**config.mk**
```make
export PLATFORM = sky130hd
export DESIGN_NAME = stream_buffer_module
export DESIGN_NICKNAME = d
export VERILOG_FILES = /design/src/rtl/stream_buffer_module.sv
export SDC_FILE = /design/constraint.sdc
export NUM_CORES = 1
export LEC_CHECK = 0
export BUFFER_PORTS_ARGS = -buffer_cell sky130_fd_sc_hd__buf_2
export CAP_MARGIN = 20
export CORE_MARGIN = 2
export CORE_UTILIZATION = 35
export CTS_BUF_LIST = sky130_fd_sc_hd__clkbuf_4
export DETAILED_ROUTE_END_ITERATION = 8
export HOLD_SLACK_MARGIN = 0.02
export PLACE_DENSITY = 0.51
export SLEW_MARGIN = 40
export SYNTH_ARGS = -nofsm -noshare
export SYNTH_HDL_FRONTEND = slang
export SYNTH_SLANG_ARGS = --single-unit
```
**constraint.sdc**
```tcl
create_clock -name clk -period 2.5 [get_ports clk]
set_input_delay 0.5 -clock clk [delete_from_list [all_inputs] [get_ports clk]]
set_output_delay 0.5 -clock clk [all_outputs]
set_load 0.01 [all_outputs]
```
**src/rtl/stream_buffer_module.sv**
```systemverilog
// stream_buffer_module: FWFT valid/ready stream buffer with level reporting.
// Optional transfer statistics when STREAM_BUFFER_STATS_EN is defined.
module stream_buffer_module #(
    parameter int DATA_WIDTH  = 8,
    parameter int DEPTH       = 4,
    parameter int ALMOST_FULL = 3
) (
    input  logic                       clk,
    input  logic                       rst,
    input  logic                       stream_in_valid,
    output logic                       stream_in_ready,
    input  logic [DATA_WIDTH-1:0]      stream_in_data,
    output logic                       stream_out_valid,
    input  logic                       stream_out_ready,
    output logic [DATA_WIDTH-1:0]      stream_out_data,
    output logic [$clog2(DEPTH):0]     stream_level,
    output logic                       stream_almost_full
`ifdef STREAM_BUFFER_STATS_EN
    ,
    output logic [31:0]                stream_xfer_count
`endif
);

    localparam int AW = $clog2(DEPTH);
    localparam int LW = AW + 1;
    localparam logic [LW-1:0] FULL_LVL = LW'(DEPTH);
    localparam logic [LW-1:0] AF_LVL   = LW'(ALMOST_FULL);

    logic [DATA_WIDTH-1:0] mem [DEPTH];
    logic [AW-1:0]         wr_ptr;
    logic [AW-1:0]         rd_ptr;
    logic [LW-1:0]         level_q;
    logic [DATA_WIDTH-1:0] hold_q;
    logic                  push;
    logic                  pop;

    assign stream_in_ready    = (level_q != FULL_LVL);
    assign stream_out_valid   = (level_q != '0);
    assign stream_level       = level_q;
    assign stream_almost_full = (level_q >= AF_LVL);

    assign push = stream_in_valid & stream_in_ready;
    assign pop  = stream_out_valid & stream_out_ready;

    // Head word falls through while valid; otherwise the last shown word holds.
    always_comb begin
        stream_out_data = hold_q;
        if (stream_out_valid) begin
            stream_out_data = mem[rd_ptr];
        end
    end

    // Storage write; contents are never reset and a reset edge drops the push.
    always_ff @(posedge clk) begin
        if (!rst && push) begin
            mem[wr_ptr] <= stream_in_data;
        end
    end

    // Pointers and occupancy; push+pop together leave the level unchanged.
    always_ff @(posedge clk) begin
        if (rst) begin
            wr_ptr  <= '0;
            rd_ptr  <= '0;
            level_q <= '0;
        end else begin
            if (push) begin
                wr_ptr <= wr_ptr + AW'(1);
            end
            if (pop) begin
                rd_ptr <= rd_ptr + AW'(1);
            end
            unique case (1'b1)
                (push & ~pop): level_q <= level_q + LW'(1);
                (pop & ~push): level_q <= level_q - LW'(1);
                default:       level_q <= level_q;
            endcase
        end
    end

    // Remember the head word so the output holds once the buffer drains.
    always_ff @(posedge clk) begin
        if (rst) begin
            hold_q <= '0;
        end else if (stream_out_valid) begin
            hold_q <= mem[rd_ptr];
        end
    end

`ifdef STREAM_BUFFER_STATS_EN
    // Count output handshakes; wraps naturally at 2^32.
    always_ff @(posedge clk) begin
        if (rst) begin
            stream_xfer_count <= '0;
        end else if (pop) begin
            stream_xfer_count <= stream_xfer_count + 32'd1;
        end
    end
`endif

endmodule

```
==> impl_metrics.csv <==
group,metric,value,unit
min_path,holdPathEnd,"mem[1][2]$_DFFE_PP_",
clock_network,cts_buffer_depth,2,
power,p_leak,0.867,nW
routing,first_pass_iters,4,
clock_network,cts_max_level,2,
place,hpwl,2320,µm
power,ir_drop,0.407,mV
synthesis,synth-async-reset-ratio,0,%
min_path,hold_depth,1,
timing,rsz0062_at_grt,"false",
global_route,overflow,0,
cells_and_area,utilization,41.8,%
timing,fin_crit,2310,ps
global_route,antenna_found_initial,0,
clock_network,clkLatencyLatePin,360,ps
synthesis,yosysMostFrequentCell,"edfxtp_1",
place,io_buffers,25,
setup_path,path_max_fanout,8,
synthesis,synth.area.top_cells,"edfxtp_1 (49%), dfxtp_1 (17%), mux4_2 (9.2%)",
synthesis,ys_seq_area_share,66.5,%
timing,finalSetupTns,0,ps
clock_network,numCtsBuffers,5,
die,start_util,36.0,%
synthesis,ys_ff_latch,49,
die,num_rows,27,
global_route,grt_max_degree,17,
cells_and_area,area_growth,16.3,%
cells_and_area,finalNetCount,175,
run,cap_violations,0,
routing,vias,1071,
setup_path,critPathArrivalTime,1810,ps
die,fp.dieW,78.8,µm
routing,wl,3380,µm
clock_network,cts_setup_buffers,0,
setup_path,crit_slowest_cell,"mux4_2",
die,core,5440,µm²
synthesis,yosysTopAreaCellShare,49.1,%
synthesis,synth_top_area_cell,"edfxtp_1",
clock_network,numClockSinks,49,
die,pin_count,26,
setup_path,cp-end-kind,"output pin",
timing,max_slew_margin,69.5,%
global_route,grt_usage,12.3,%
global_route,grt_pass1_vias,1135,
routing,wire_per_inst,14.7,µm
synthesis,synth_flop_cell,"edfxtp_1",
clock_network,cts.clk_slew.worst_paths,140,ps
die,die_y,78.8,µm
synthesis,synth_warnings,0,
timing,period_share,92.5,%
setup_path,cp_cell_sequence,"buf_4 > mux4_2 > mux2_2 > buf_2",
timing,finalClockSkew,18.2,ps
timing,setup_viol,0,
routing,via_per_inst,4.66,
setup_path,path_class,"flip-flop to output pin",
synthesis,synth.distinct_cells,26,
synthesis,syn_inst,124,
setup_path,rr_startpoint,"stream_level[0]$_SDFFE_PP0P_",
cells_and_area,drive_above_1_share,36.1,%
timing,final_max_slew_viol_count,0,
setup_path,rr_worst_depth,9,
min_path,worstHoldStart,"stream_in_data[2]",
routing,drtIter0Drc,44,
synthesis,netlist_top_cells_count,"edfxtp_1 (32), dfxtp_1 (17), inv_1 (9)",
clock_network,cts_tree,"done",
setup_path,cpPeakStageDelay,520,ps
setup_path,r2r_slack,350,ps
setup_path,reg2reg_to,"stream_level[2]$_SDFFE_PP0P_",
timing,max_freq,432,MHz
timing,hold_viol_final,0,
synthesis,synth.cell_area,1960,µm²
setup_path,required,2000,ps
cells_and_area,diodes,0,
synthesis,synth_edf_count,32,
global_route,grt_pass1_wl,5580,µm
clock_network,cts-root-buf,"clkbuf_4",
timing,worst_pin_slew,458,ps
die,die_area,6200,µm²
routing,ant_nets,0,
setup_path,start_kind,"flip-flop",
synthesis,synthesis.nets,142,
run_status,status,"finished clean",
min_path,holdCritPathClass,"primary input to flip-flop",
power,fin_total_pwr,2.47,mW
place,globalplace.congestion,0.756,
synthesis,avgSynthCellArea,15.8,µm²
routing,drc_errors,0,
power,powerDensity,1080,nW/µm²
[critical path: cells and delay by family (launching register included)]
family                 cells  cell delay, ps
multiplexers               2             800
flip-flops                 1             330
buffers and inverters      2             340
[cells in the final DEF, fill, tap and decap left out]
| cell | n |
|---|---|
| clkbuf_4 | 6 |
| o21ai_0 | 3 |
| or3_1 | 1 |
| fa_1 | 1 |
| nor3_4 | 1 |
| a21o_1 | 1 |
| nand2_1 | 1 |
| o311ai_0 | 1 |
| a21oi_1 | 4 |
| and2_1 | 4 |
| nor2_1 | 6 |
| dfxtp_1 | 17 |
| buf_2 | 25 |
| nor3b_2 | 1 |
| edfxtp_1 | 32 |
| inv_1 | 9 |
| clkinv_2 | 1 |
| o31ai_1 | 1 |
| nor3_1 | 1 |
| bufinv_16 | 1 |
| nor2b_1 | 8 |
| ha_1 | 5 |
| mux4_2 | 8 |
| buf_4 | 6 |
| nand3_1 | 2 |
| mux2_2 | 8 |
| xor2_1 | 4 |
[per-layer routing]
metal | vias to the layer above | GRT usage [%] | part of all wire, %
li1 | 516 | - | -
met1 | 527 | 14.8 | 44
met2 | 22 | 20.9 | 50
met3 | 6 | 3.98 | 4.1
met4 | 0 | 4.21 | 1.6
met5 | - | 0 | 0
[cell type report]
cell class | count | area (µm²)
clock buffers | 6 | 45.0
clock inverters | 2 | 35.0
fillers | 508 | 3170
inverters | 9 | 33.8
multi-input cells | 61 | 598
flip-flops and latches | 49 | 1300
well taps | 72 | 90.1
repair buffers | 31 | 170
[power breakdown]
part	internal [mW]	switching, mW	leakage (nW)	total [mW]
Combinational	0.492	0.479	0.392	0.971
Clock	0.221	0.235	0.0456	0.456
Sequential	0.988	0.0506	0.430	1.04
Total	1.70	0.764	0.867	2.47
[timing repair]
| item | CTS | global route |
|---|---|---|
| resized for setup | 0 | 1 |
| endpoints found under the setup margin | 0 | 1 |
| hold buffers | 0 | 0 |
[worst max path at each step]
| stage | to | from | depth (start not counted) | slack, ps |
|---|---|---|---|---|
| floorplan | stream_level[2]$_SDFFE_PP0P_ | stream_level[2]$_SDFFE_PP0P_ | 9 | 200 |
| finish | stream_out_data[6] | flip-flop | 4 | 190 |
| CTS | stream_out_data[6] | flip-flop | 4 | 130 |
| global placement | stream_level[2]$_SDFFE_PP0P_ | stream_level[2]$_SDFFE_PP0P_ | 9 | 380 |
| detailed placement | stream_level[2]$_SDFFE_PP0P_ | stream_level[0]$_SDFFE_PP0P_ | 9 | 240 |
| global route | stream_out_data[5] | flip-flop | 4 | 60 |
[cell families after synthesis]
| family | count (synthesis) | synth area share (%) |
|---|---|---|
| compound gates | 10 | 3.01 |
| simple gates | 25 | 7.49 |
| fa+ha+maj | 6 | 4.22 |
| buf+inv | 14 | 3.13 |
| xor+xnor | 4 | 1.79 |
| mux | 16 | 13.8 |
| flops | 49 | 66.5 |
[stage by stage]
step                      area [µm²]  instances  hold slack, ps  setup slack, ps
after global placement          2190        222             513              377
after detailed placement        2190        222             517              242
final                           2270        230             343              186
after global routing            2270        230             316             58.8
after CTS                       2270        230             313              127
after floorplan                 1960        124             484              203
[sequential cells by signal, summed over array words and instances (netlist names), named ones only]
register      flops
rd_ptr            2
hold_q            8
stream_level      3
mem              32
wr_ptr            2
No activity file was read; power rests on OpenSTA's default activity.
